--- config.mk ---
export PLATFORM = sky130hd
export DESIGN_NAME = sparse_encoder_2to4
export DESIGN_NICKNAME = d
export VERILOG_FILES = /design/src/rtl/sparse_pkg.sv /design/src/rtl/sparse_top2_select.sv /design/src/rtl/sparse_encoder_2to4.sv
export SDC_FILE = /design/constraint.sdc
export NUM_CORES = 1
export LEC_CHECK = 0
export CAP_MARGIN = 40
export CORE_ASPECT_RATIO = 0.8
export CORE_UTILIZATION = 30
export CTS_CLUSTER_SIZE = 14
export DETAILED_ROUTE_END_ITERATION = 16
export GPL_TIMING_DRIVEN = 0
export HOLD_SLACK_MARGIN = 0.03
export PLACE_DENSITY = 0.57
export SKIP_CTS_REPAIR_TIMING = 1
export SYNTH_ARGS = -nofsm -noshare
export SYNTH_HDL_FRONTEND = slang
export SYNTH_SLANG_ARGS = --single-unit
--- constraint.sdc ---
create_clock -name clk -period 6.2 [get_ports clk]
set_clock_uncertainty 0.05 [all_clocks]
set_input_delay 0.62 -clock clk [delete_from_list [all_inputs] [get_ports clk]]
set_output_delay 0.62 -clock clk [all_outputs]
set_load 0.01 [all_outputs]
--- src/rtl/sparse_pkg.sv ---
// Shared types and helpers for the 2:4 structured-sparsity datapath.
package sparse_pkg;

    localparam int DATA_WIDTH = 8;
    localparam int IDX_WIDTH  = 2;
    localparam int GROUP_SIZE = 4;
    // One extra bit so |-128| = 128 is representable.
    localparam int MAG_WIDTH  = DATA_WIDTH + 1;
    localparam int NUM_PAIRS  = GROUP_SIZE * (GROUP_SIZE - 1) / 2;

    typedef logic [GROUP_SIZE-1:0][DATA_WIDTH-1:0] dense_weight_vec_t;
    typedef logic [GROUP_SIZE-1:0][MAG_WIDTH-1:0]  mag_vec_t;

    // Compressed 2-of-4 packet as consumed by the sparse MAC PE.
    typedef struct packed {
        logic [DATA_WIDTH-1:0] val_0;
        logic [DATA_WIDTH-1:0] val_1;
        logic [IDX_WIDTH-1:0]  idx_0;
        logic [IDX_WIDTH-1:0]  idx_1;
    } sparse_packet_t;

    // Flat bit position of the comparison bit for pair (i, j), i < j.
    // Order: (0,1)(0,2)(0,3)(1,2)(1,3)(2,3).
    function automatic int pair_idx(input int i, input int j);
        return i * GROUP_SIZE - (i * (i + 1)) / 2 + (j - i - 1);
    endfunction

    // Unsigned magnitude of a two's-complement weight.
    function automatic logic [MAG_WIDTH-1:0] abs_mag(input logic [DATA_WIDTH-1:0] w);
        logic [MAG_WIDTH-1:0] ext;
        ext = {w[DATA_WIDTH-1], w};
        return w[DATA_WIDTH-1] ? (~ext + MAG_WIDTH'(1)) : ext;
    endfunction

endpackage

--- src/rtl/sparse_top2_select.sv ---
// Picks the two largest-magnitude entries of a group. Ties go to the lower
// index, so the result is a strict ranking and exactly two entries survive.
module sparse_top2_select
    import sparse_pkg::*;
(
    input  logic [GROUP_SIZE-1:0][MAG_WIDTH-1:0] mag_i,
    input  logic [NUM_PAIRS-1:0]                 gt_i,
    output logic [IDX_WIDTH-1:0]                 idx_0_o,
    output logic [IDX_WIDTH-1:0]                 idx_1_o,
    output logic [GROUP_SIZE-1:0]                keep_o
);

    // beat[i][j] set when element j outranks element i.
    logic [GROUP_SIZE-1:0][GROUP_SIZE-1:0] beat;

    // For a < b, a wins on strictly greater or equal magnitude (lower index
    // breaks the tie); otherwise b wins. Each pair fills both directions.
    always_comb begin
        beat = '0;
        for (int a = 0; a < GROUP_SIZE; a++) begin
            for (int b = a + 1; b < GROUP_SIZE; b++) begin
                beat[b][a] =   gt_i[pair_idx(a, b)] || (mag_i[a] == mag_i[b]);
                beat[a][b] = !(gt_i[pair_idx(a, b)] || (mag_i[a] == mag_i[b]));
            end
        end
    end

    // An element survives when fewer than two others outrank it.
    always_comb begin
        keep_o = '0;
        for (int i = 0; i < GROUP_SIZE; i++)
            keep_o[i] = ($countones(beat[i]) < 2);
    end

    // Lowest kept index goes to slot 0, highest to slot 1.
    always_comb begin
        idx_0_o = '0;
        idx_1_o = '0;
        for (int i = GROUP_SIZE - 1; i >= 0; i--)
            if (keep_o[i]) idx_0_o = IDX_WIDTH'(i);
        for (int i = 0; i < GROUP_SIZE; i++)
            if (keep_o[i]) idx_1_o = IDX_WIDTH'(i);
    end

endmodule

--- src/rtl/sparse_encoder_2to4.sv ---
// Streaming 2:4 compressor: dense groups of four signed weights in, the two
// largest-magnitude weights plus their indices out. Two elastic stages:
// S1 registers weights, magnitudes and pairwise compares; S2 selects and
// drives the outputs. Also keeps saturating pruning statistics.
module sparse_encoder_2to4
    import sparse_pkg::*;
#(
    parameter int CNT_WIDTH = 16
) (
    input  logic                 clk,
    input  logic                 rst_n,
    input  logic                 clear,
    input  logic                 in_valid,
    output logic                 in_ready,
    input  dense_weight_vec_t    in_data,
    input  logic                 in_last,
    output logic                 out_valid,
    input  logic                 out_ready,
    output sparse_packet_t       out_pkt,
    output logic                 out_last,
    output logic [CNT_WIDTH-1:0] grp_cnt,
    output logic [CNT_WIDTH-1:0] drop_nz_cnt
);

    localparam int DROP_W = $clog2(GROUP_SIZE + 1);

    // Stage enables; a stage may load when empty or when it is draining.
    logic adv1, adv2;

    // S1 state
    logic                                v1_q;
    dense_weight_vec_t                   w1_q;
    logic                                last1_q;
    logic [GROUP_SIZE-1:0][MAG_WIDTH-1:0] mag1_q, mag_d;
    logic [NUM_PAIRS-1:0]                gt1_q, gt_d;

    // S2 state
    logic           v2_q;
    sparse_packet_t pkt2_q, pkt_d;
    logic           last2_q;

    // Selection results and pruning count for the group sitting in S1
    logic [IDX_WIDTH-1:0]  sel_idx0, sel_idx1;
    logic [GROUP_SIZE-1:0] sel_keep;
    logic [DROP_W-1:0]     drop_n;

    // Statistics
    logic [CNT_WIDTH-1:0] grp_q, grp_d;
    logic [CNT_WIDTH-1:0] drop_q, drop_d;
    logic [CNT_WIDTH:0]   drop_sum;
    logic                 out_xfer;

    assign adv2     = !v2_q || out_ready;
    assign adv1     = !v1_q || adv2;
    assign in_ready = adv1;
    assign out_xfer = v2_q && out_ready;

    // Magnitudes and all pairwise compares for the incoming group.
    always_comb begin
        mag_d = '0;
        gt_d  = '0;
        for (int i = 0; i < GROUP_SIZE; i++)
            mag_d[i] = abs_mag(in_data[i]);
        for (int a = 0; a < GROUP_SIZE; a++)
            for (int b = a + 1; b < GROUP_SIZE; b++)
                gt_d[pair_idx(a, b)] = (mag_d[a] > mag_d[b]);
    end

    // S1: capture the group when the stage advances and input is valid.
    always_ff @(posedge clk or negedge rst_n) begin
        if (!rst_n) begin
            v1_q    <= 1'b0;
            w1_q    <= '0;
            last1_q <= 1'b0;
            mag1_q  <= '0;
            gt1_q   <= '0;
        end else if (adv1) begin
            v1_q <= in_valid;
            if (in_valid) begin
                w1_q    <= in_data;
                last1_q <= in_last;
                mag1_q  <= mag_d;
                gt1_q   <= gt_d;
            end
        end
    end

    sparse_top2_select u_sel (
        .mag_i   (mag1_q),
        .gt_i    (gt1_q),
        .idx_0_o (sel_idx0),
        .idx_1_o (sel_idx1),
        .keep_o  (sel_keep)
    );

    // Build the packet and count nonzero weights among the pruned ones.
    always_comb begin
        pkt_d       = '0;
        pkt_d.val_0 = w1_q[sel_idx0];
        pkt_d.val_1 = w1_q[sel_idx1];
        pkt_d.idx_0 = sel_idx0;
        pkt_d.idx_1 = sel_idx1;
        drop_n      = '0;
        for (int i = 0; i < GROUP_SIZE; i++)
            if (!sel_keep[i] && (w1_q[i] != '0))
                drop_n = drop_n + DROP_W'(1);
    end

    // S2: output register; holds its packet while downstream stalls.
    always_ff @(posedge clk or negedge rst_n) begin
        if (!rst_n) begin
            v2_q    <= 1'b0;
            pkt2_q  <= '0;
            last2_q <= 1'b0;
        end else if (adv2) begin
            v2_q <= v1_q;
            if (v1_q) begin
                pkt2_q  <= pkt_d;
                last2_q <= last1_q;
            end
        end
    end

    // Next-state of the statistics: clear beats any same-cycle increment,
    // and both counters stick at all-ones.
    always_comb begin
        grp_d    = grp_q;
        drop_d   = drop_q;
        drop_sum = {1'b0, drop_q} + (CNT_WIDTH + 1)'(drop_n);
        if (clear) begin
            grp_d  = '0;
            drop_d = '0;
        end else begin
            if (out_xfer && (grp_q != '1))
                grp_d = grp_q + CNT_WIDTH'(1);
            if (adv2 && v1_q)
                drop_d = drop_sum[CNT_WIDTH] ? '1 : drop_sum[CNT_WIDTH-1:0];
        end
    end

    // Statistics registers.
    always_ff @(posedge clk or negedge rst_n) begin
        if (!rst_n) begin
            grp_q  <= '0;
            drop_q <= '0;
        end else begin
            grp_q  <= grp_d;
            drop_q <= drop_d;
        end
    end

    assign out_valid   = v2_q;
    assign out_pkt     = pkt2_q;
    assign out_last    = last2_q;
    assign grp_cnt     = grp_q;
    assign drop_nz_cnt = drop_q;

endmodule

* Word level (Yosys, flattened, before mapping) *
Cells that the tools add are included.

word-level totals
  flip-flop bits (word level) = 130
  input bits = 38

cells by class
  muxes and demuxes = 24
  reduce and logical (&&, ||, !) cells = 35
  add/subtract/negate cells = 17
  order comparisons = 12
  bitwise operators = 4
  equality and inequality tests = 7

operator list
  kind                   count
  $lt 32x3->1 const B    4
  $mux 16                5
  $add 1x32->32          2
  $add 32x1->32          2
  $eq 9x9->1             6
  $gt 9x9->1             6
  $add 9x1->9 const B    4
  $mux 9                 4
  $not 9->9              4
  $bmux 8 s2             2
  $reduce_bool 8->1      4
  $add 16x3->17          1
  $add 16x1->16 const B  1
  $mux 8                 2
  $ne 16x16->1 const B   1
  $logic_not 1->1        12
  $mux 2                 6
  $add 3x1->3 const B    3
  $mux 3                 3
  $add 1x1->2            4
  $logic_or 1x1->1       8
  $logic_and 1x1->1      7
  $lt 2x3->1 const B     2
  $reduce_and 2->1       2
  2 further kinds        4

* Longest topological paths before layout *
Gate-level depths: netlist (run 1).

  depth in word-level cells = 19
  mapped depth = 26
  depth with buffers taken out = 23

* Cells and area by module *
A second synthesis (run 1) with hierarchy kept.

unflattened totals
  cells, all modules = 855
  area total of the unflattened synthesis = 8229.1 µm²

by module, submodules not included
  module               area each (µm²)  instances  cells each  sequential area each (µm²)
  sparse_encoder_2to4  7454.6           1          753         3153.0
  sparse_top2_select   774.5            1          102         0.0

* Worst setup path after synthesis (run 1) *
OpenSTA, ideal clock, no wires.

  path kind = flip-flop to flip-flop
  start point = register mag1_q[35] (netlist bit)
  end point = register drop_q[13] (netlist: drop_nz_cnt[13])
  setup time = 138 ps
  setup slack = 1885 ps
  data required time = 6012 ps
  arrival = 4127 ps
  cell stages (with the launch flop) = 24
  path through = dfrtp_1 -> xor2_1 -> nor4_1 -> a31oi_1 -> ha_1 -> a21oi_1 -> o21ai_2 -> buf_4 -> nand2_1 -> inv_1 -> ha_1 -> xnor2_1 -> ha_1 -> nand2_1 -> xnor2_1 -> ha_1 -> nor2b_1 -> o21ai_0 -> nor2_1 -> nand3_1 -> clkbuf_1 -> o21ai_0 -> a21oi_1 -> a211oi_1

on the way
  cells in the longest elaborated chain, start to end = 19
  elaborated cells on any way between the ends = 39

ends and longest elaborated chain
  what                                 RTL line                                            text
  from (decl)                          sparse_encoder_2to4.sv:34                           logic [GROUP_SIZE-1:0][MAG_WIDTH-1:0] mag1_q, mag_d;
  from (signal assigned)               sparse_encoder_2to4.sv:82                           mag1_q <= mag_d;
  $eq 9x9->1                           sparse_top2_select.sv:22, sparse_top2_select.sv:23
  $logic_or 1x1->1                     sparse_top2_select.sv:22, sparse_top2_select.sv:23
  $logic_not 1->1                      sparse_top2_select.sv:23                            beat[a][b] = !(gt_i[pair_idx(a, b)] || (mag_i[a] == mag_i[b]));
  $add 1x1->2 (implied by the code)    sparse_top2_select.sv:32                            keep_o[i] = ($countones(beat[i]) < 2);
  $add 1x32->32 (implied by the code)  sparse_top2_select.sv:32
  $lt 32x3->1                          sparse_top2_select.sv:32
  $logic_not 1->1                      sparse_encoder_2to4.sv:105                          if (!sel_keep[i] && (w1_q[i] != '0))
  $logic_and 1x1->1                    sparse_encoder_2to4.sv:105
  [3 not listed]                       -
  $add 3x1->3                          sparse_encoder_2to4.sv:106                          drop_n = drop_n + DROP_W'(1);
  $mux 3                               sparse_encoder_2to4.sv:105
  $add 3x1->3                          sparse_encoder_2to4.sv:106
  $mux 3 *                             sparse_encoder_2to4.sv:105
  $add 16x3->17 *                      sparse_encoder_2to4.sv:129                          drop_sum = {1'b0, drop_q} + (CNT_WIDTH + 1)'(drop_n);
  $mux 16 *                            sparse_encoder_2to4.sv:137                          drop_d = drop_sum[CNT_WIDTH] ? '1 : drop_sum[CNT_WIDTH-1:0];
  $mux 16 *                            sparse_encoder_2to4.sv:136                          if (adv2 && v1_q)
  $mux 16 *                            sparse_encoder_2to4.sv:130                          if (clear) begin
  to (signal assigned)                 sparse_encoder_2to4.sv:148                          drop_q <= drop_d;
  to (decl)                            sparse_encoder_2to4.sv:49                           logic [CNT_WIDTH-1:0] drop_q, drop_d;

Mark *: on every way between the ends. The rest lies on a longest branch, timed or not. The select of a mux whose other input is x is not followed.
A chain may end at the register's enable or synchronous reset.

* Worst setup path after layout (run 1) *
  start point = register w1_q[8] (netlist bit)
  end point = register drop_q[13] (netlist: drop_nz_cnt[13])

on the way
  cells in the longest elaborated chain, start to end = 11

ends and longest elaborated chain
  what                    RTL line                    text
  from (decl)             sparse_encoder_2to4.sv:32   dense_weight_vec_t w1_q;
  from (signal assigned)  sparse_encoder_2to4.sv:80   w1_q <= in_data;
  $reduce_bool 8->1 *     sparse_encoder_2to4.sv:105
  $logic_and 1x1->1 *     sparse_encoder_2to4.sv:105
  $mux 3 *                sparse_encoder_2to4.sv:105
  $add 3x1->3             sparse_encoder_2to4.sv:106
  $mux 3 *                sparse_encoder_2to4.sv:105
  $add 3x1->3             sparse_encoder_2to4.sv:106
  $mux 3 *                sparse_encoder_2to4.sv:105
  $add 16x3->17 *         sparse_encoder_2to4.sv:129
  $mux 16 *               sparse_encoder_2to4.sv:137
  $mux 16 *               sparse_encoder_2to4.sv:136
  $mux 16 *               sparse_encoder_2to4.sv:130

Marks and branches as above.

==> summary.md, run 1 <==
| Metric | Value |
|---|---|
| Status | complete, no violations |
| CP endpoint kind | flop |
| Core ar. | 27,200 sq um |
| Final hold slack | 140 ps |
| CTS root buf | clkbuf_16 |
| Fmax | 190 MHz |
| R2R Path Start | w1_q[8]$_DFFE_PN0P_ |
| Internal cell power | 2120 uW |
| Distinct cells, synth | 60 |
| Leakage | 0.00477 uW |
| DRC | 0 |
| RSZ-0062 raised after global routing | false |
| HPWL Detailed | 19.0 mm |
| Row count | 54 |
| Main area contributors after synthesis | dfrtp_1 (38%), ha_1 (10%), nand2_1 (8.4%), xor2_1 (8.2%), o21ai_0 (2.8%) |
| Tightest Pin Transition | 911 ps |
| Ant. Diodes | 0 |
| CTS Sinks | 126 |
| Top layer used by detailed routing | met4 |
| MaxCap Viol Count | 0 |
| Starting Density | 0.304 |
| GP Congestion | 0.899 |
| Syn Std Cell Area | 8290 sq um |
| WL/cell | 17.5 microns |
| Routed via count | 7,150 |
| Peak VDD IR | 0.000206 V |
| Nets | 1,164 |
| Sw frac | 0.360 |
| Slew margin rel. | 0.387 |
| Data required, critical path | 6430 ps |
| Wire length on met1 | 12.3 mm |
| Die Ht | 151 microns |
| Clock power frac | 0.314 |
| Cell taking the most area after synthesis | dfrtp_1 |
| Area after DPL | 9700 sq um |
| Post-synthesis register bit count | 126 |
| Antenna violations before repair | 0 |
| Vias in the first global route | 6,959 |
| Area growth syn-to-layout | 24.4% |
| CTS tree | yes |
| H-tree levels | 4 |
| Main synth FF type | dfrtp_1 |
| # fillers | 2,780 |
| PortBufs | 89 |
| Largest net degree at the start of global routing | 65 |
| GRT Util Overall | 0.185 |
| Via-per-instance ratio | 4.99 |
| Period Utilization, post-route | 0.851 |
| Final Critical Period | 5270 ps |
| Post-Syn Instances | 936 |
| Pwr Total | 3310 uW |
| Worst flop-to-flop path endpoint | drop_nz_cnt[13]$_DFFE_PN0P_ |
| Die Wd | 188 microns |
| Initial DRT Pass Iterations | 5 |
| Starting DRT DRC Count | 494 |
| Max Transition Viols Final | 0 |
| Clk slew on worst S/H paths | 60 ps |
| R2R depth | 24 |
| Switch Pwr | 1190 uW |
| Post-synth top area share | 0.381 |
| Worst-Skew Late Latency | 420 ps |
| CP arrival | 5510 ps |
| CP Max Fanout | 10 |
| PD cells | 321 nW/um^2 |
| Num CTS Buffers | 17 |
| Combinational power share | 0.353 |
| Most numerous cell in the Yosys netlist | nand2_1 |
| ANT nets after route | 0 |
| Grt ovf | 0 |
| Ys Warns | 0 |
| First-pass GRT wire length | 39.8 mm |
| Hold Vio Cnt, Final | 0 |
| HP Class | in2async |
| Register-to-register setup slack | 930 ps |
| Post-synth EDFFs | 0 |
| Critical Setup Path Class | reg2reg |
| Seq/Total Area, Yosys | 0.381 |
| DR WL met3 | 1.67 mm |
| Post-synth ARST share | 1.00 |
| Syn_area_per_cell | 8.85 sq um |
| Crit start category | flop |
| WL final | 25.1 mm |
| Met2 wire length | 10.8 mm |
| Die ar. | 28,300 sq um |
| Sequential share of power | 0.333 |
| IO Count | 93 |
| Most frequent cells after synthesis | nand2_1 (185), dfrtp_1 (126), xor2_1 (78) |
| Clk buf depth | 2 |
| Ratio of cells with drive above 1 in the final layout | 0.0524 |
| Design area | 10,300 sq um |
| Final setup violation count | 0 |
==> critical path, cell delays in order, from the launching register on <==
cell and delay (ps):
dfrtp_1 320, clkbuf_1 400, xor2_1 140, nor4_1 220
a31oi_1 180, ha_1 320, inv_1 50, o21ai_2 260
buf_4 270, nand2_1 120, inv_1 70, ha_1 240
xnor2_1 250, ha_1 190, nand2_1 60, xnor2_1 190
ha_1 280, nor2b_1 140, o21ai_0 360, nor2_1 120
nand3_1 140, clkbuf_1 380, o21ai_0 160, a21oi_1 170
a211oi_1 60
==> how the worst max path moves through the flow <==
stage	start	endpoint	slack [ps]
final	w1_q[8]$_DFFE_PN0P_	drop_nz_cnt[13]$_DFFE_PN0P_	930
after floorplan	mag1_q[35]$_DFFE_PN0P_	drop_nz_cnt[13]$_DFFE_PN0P_	1880
after CTS	w1_q[8]$_DFFE_PN0P_	drop_nz_cnt[13]$_DFFE_PN0P_	940
after global placement	rst_n	grp_cnt[9]$_DFFE_PN0P_	-780
after detailed placement	w1_q[8]$_DFFE_PN0P_	drop_nz_cnt[13]$_DFFE_PN0P_	970
after global routing	w1_q[8]$_DFFE_PN0P_	drop_nz_cnt[13]$_DFFE_PN0P_	430
==> power groups by stage <==
stage / combinational, uW / clock (uW) / sequential [uW]
after floorplan: 741 / 0 / 1090
after global placement: 1140 / 0 / 1110
after detailed placement: 1160 / 0 / 1110
after CTS: 1170 / 1060 / 1100
after global routing: 1310 / 1100 / 1120
final: 1170 / 1040 / 1100
==> cells by family (layout without fill, tap and decap cells) <==
| group | Yosys count | count (layout) | share of synthesized area |
|---|---|---|---|
| flops | 126 | 126 | 0.381 |
| fa+ha+maj | 70 | 70 | 0.107 |
| other cells | 2 | 12 | 0.000906 |
| buf+inv | 79 | 201 | 0.0390 |
| simple gates | 359 | 359 | 0.199 |
| compound gates | 183 | 183 | 0.144 |
| mux | 25 | 25 | 0.0322 |
| xor+xnor | 92 | 92 | 0.0973 |
==> layout by cell type (no fill, tap or decap), types with 12 or more instances in the layout <==
master           synthesis  final
nor4_1                  17     17
nand3_1                 15     15
nor2b_1                 15     15
mux2i_1                 15     15
clkbuf_1                30     30
nand4_1                 16     16
a211oi_1                17     17
ha_1                    69     69
a21oi_1                 34     34
nor2_1                  52     52
and3_1                  12     12
o21a_1                  25     25
nor3_1                  13     13
conb_1                   2     12
dfrtp_1                126    126
inv_1                   39     39
xor2_1                  78     78
xnor2_1                 14     14
clkbuf_16                0     17
o21ai_0                 46     46
nand2_1                185    185
clkdlybuf4s50_1          0     88
==> stage by stage <==
step | util | instances | setup slack (ps) | TNS, ps
3_3_place_gp | 0.355 | 1399 | -784 | -97480
4_1_cts | 0.379 | 1432 | 945 | 0
6_report | 0.379 | 1432 | 927 | 0
3_5_place_dp | 0.356 | 1401 | 965 | 0
5_1_grt | 0.379 | 1432 | 432 | 0
2_1_floorplan | - | 946 | 1880 | 0
==> cell type report <==
class	instances	area, sq um	share of cell area
clock inverter	13	168	0.0163
timing repair buffer	91	925	0.0897
inverter	39	146	0.0142
sequential	126	3150	0.306
multi-input combinational	741	4850	0.470
clock buffer	18	439	0.0426
tap	364	455	0.0442
buffer	40	176	0.0171
==> layer usage <==
metal	GRT usage	up-vias
met4	0.0467	0
met5	0	-
met2	0.276	212
met3	0.0408	20
met1	0.269	3440
li1	-	3478
==> state kept, by name, summed over array words and instances (netlist names) <==
register,cells
out_pkt,20
out_last,1
w1_q,32
v1_q,1
out_valid,1
grp_cnt,16
drop_nz_cnt,16
mag1_q,32
gt1_q,6
last1_q,1
No activity file was read; power rests on OpenSTA's default activity.
==> inputs of run 2 (changes only) <==
- CAP_MARGIN: 40 -> 20
- CORE_UTILIZATION: 30 -> 55
- PLACE_DENSITY: 0.57 -> 0.87
==> summary.md, run 2 (synthesis gave the netlist of run 1 again) <==
| Metric | Value |
|---|---|
| RSZ-0062 raised after global routing | false |
| WL final | 24.1 mm (-4.1%) |
| HPWL Detailed | 17.4 mm (-8.6%) |
| Placed Cells | 1,220 (-13%) |
| Die Wd | 139 microns (-26%) |
| Total negative setup slack | 0 ps (unchanged) |
| IO Count | 93 (unchanged) |
| Ant. Diodes | 0 (unchanged) |
| Non-Filler Instances | 1,252 (-13%) |
| Final hold slack | 113 ps (-26.3 ps) |
| Max Transition Viols Final | 0 (unchanged) |
| Via-per-instance ratio | 6.12 (+23%) |
| Antenna violations before repair | 0 (unchanged) |
| Clk buf depth | 2 (unchanged) |
| Crit path launch | mag1_q[29]$_DFFE_PN0P_ |
| Tightest Pin Transition | 1100 ps (+189 ps) |
| Hold Vio Cnt, Final | 0 (unchanged) |
| H-tree levels | 4 (unchanged) |
| Register area | 3150 sq um (unchanged) |
| Slew margin rel. | 0.259 (-0.127) |
| Register-to-register setup slack | 810 ps (-110 ps) |
| Final core occ | 0.697 (+0.319) |
| Vias in the first global route | 7,449 (+7.0%) |
| Worst-Skew Late Latency | 420 ps (about the same) |
| CP arrival | 5620 ps (+110 ps) |
| Period Utilization, post-route | 0.869 (+0.0184) |
| Die Ht | 112 microns (-26%) |
| Grt ovf | 0 (unchanged) |
| Final Critical Period | 5390 ps (+114 ps) |
| MaxCap Viol Count | 0 (unchanged) |
| CP Max Fanout | 10 (unchanged) |
| Routed via count | 7,659 (+7.1%) |
| First-pass GRT wire length | 39.1 mm (-1.7%) |
| Initial DRT Pass Iterations | 12 (+7) |
| Peak VDD IR | 0.000289 V (+41%) |
| CTS tree | yes |
| Row count | 39 (-28%) |
| Clk slew on worst S/H paths | 60 ps (about the same) |
| Multi-input logic area | 4850 sq um (unchanged) |
| Critical Setup Path Class | reg2reg |
| CP endpoint kind | flop |
| Starting Density | 0.572 (+0.267) |
| CTS root buf | clkbuf_16 |
| # fillers | 1,099 (-60%) |
| Nets | 1,163 (-0.086%) |
| Num CTS Buffers | 17 (unchanged) |
| R2R depth | 23 (-4.2%) |
| Crit start category | flop |
| Status | finished, violations left |
| Leakage | 0.00477 uW (about the same) |
| HP Class | in2async |
| Failing checks | design-rule violations |
| GP Congestion | 0.960 (+6.7%) |
| Largest net degree at the start of global routing | 72 (+11%) |
| Area growth syn-to-layout | 21.9% |
| Core ar. | 14,500 sq um (-47%) |
| Data required, critical path | 6430 ps (about the same) |
| Starting DRT DRC Count | 886 (+79%) |
| Fmax | 186 MHz (-2.1%) |
| Ratio of cells with drive above 1 in the final layout | 0.0515 (-0.000936) |
| ANT nets after route | 0 (unchanged) |
| WL/cell | 19.2 microns (+9.6%) |
| GRT Util Overall | 0.327 (+0.141) |
| DRC | 5 (+5) |
| Final setup violation count | 0 (unchanged) |
| Die ar. | 15,600 sq um (-45%) |
| CTS Sinks | 126 (unchanged) |
| Commonest non-fill, non-tap cells in the layout | nand2_1 (185), dfrtp_1 (126), clkdlybuf4s50_1 (88) |
| PD cells | 334 nW/um^2 (+4.1%) |
| Worst flop-to-flop path endpoint | drop_nz_cnt[15]$_DFFE_PN0P_ |
| PortBufs | 89 (unchanged) |
| R2R Path Start | mag1_q[29]$_DFFE_PN0P_ |
| Commonest non-fill, non-tap cell in the layout | nand2_1 |
==> run 2: cell count changes in the layout (fill, tap and decap cells not counted), sizes merged <==
cell      previous run  this run
bufinv               3         4
clkinv               8         4
clkbuf              48        49
clkinvlp             2         3
buf                 13        12
inv                 39        41
==> run 2: worst max path at each step <==
| stage | endpoint | slack [ps] | depth (start not counted) |
|---|---|---|---|
| 2_1_floorplan | drop_nz_cnt[13]$_DFFE_PN0P_ | 1880 | 23 |
| 3_3_place_gp | out_last$_DFFE_PN0P_ | -350 | 1 |
| 3_5_place_dp | drop_nz_cnt[15]$_DFFE_PN0P_ | 1050 | 23 |
| 4_1_cts | drop_nz_cnt[15]$_DFFE_PN0P_ | 910 | 23 |
| 5_1_grt | drop_nz_cnt[15]$_DFFE_PN0P_ | 530 | 23 |
| 6_report | drop_nz_cnt[15]$_DFFE_PN0P_ | 810 | 23 |
==> run 2: per-layer routing <==
layer,GRT usage,part of all wire,vias up
met2,0.506,0.45,424
met5,0,0,-
li1,-,-,3490
met1,0.437,0.41,3645
met3,0.0766,0.10,100
met4,0.148,0.037,0
==> run 2: cell type report <==
cell class | count | share of cell area
Multi-Input combinational cell | 741 | 0.480
Tap cell | 184 | 0.0228
Clock buffer | 19 | 0.0438
Sequential cell | 126 | 0.312
Timing Repair Buffer | 90 | 0.0910
Buffer | 40 | 0.0175
Clock inverter | 13 | 0.0186
Inverter | 39 | 0.0145
==> run 2: stage by stage <==
stage / total power, uW / cell area (sq um) / setup WS [ps]
6_report: 3380 / 10100 / 813
5_1_grt: 3550 / 10100 / 533
4_1_cts: 3360 / 10100 / 909
3_5_place_dp: 2250 / 9470 / 1050
3_3_place_gp: 2210 / 9440 / -355
2_1_floorplan: 1830 / 8320 / 1880
==> run 2: power breakdown <==
group          internal (uW)  switching [uW]  leakage, uW  total, uW
registers                952             152      0.00161       1100
logic                    529             668      0.00286       1200
clock network            685             391     0.000300       1080
==> run 2: worst max-delay path, cell delays in order (launching register included) <==
cell	delay, ps
dfrtp_1	450
xor2_1	200
nor4_1	450
a31oi_1	180
ha_1	330
a21oi_1	190
o21ai_2	130
buf_4	220
nand2_1	100
inv_1	60
ha_1	320
xnor2_1	300
ha_1	210
nand2_1	70
xnor2_1	140
ha_1	310
nor2b_1	150
o21ai_0	350
nor2_1	110
nand3_1	130
clkbuf_1	380
o21ai_0	170
a21oi_1	190
nor3_1	60
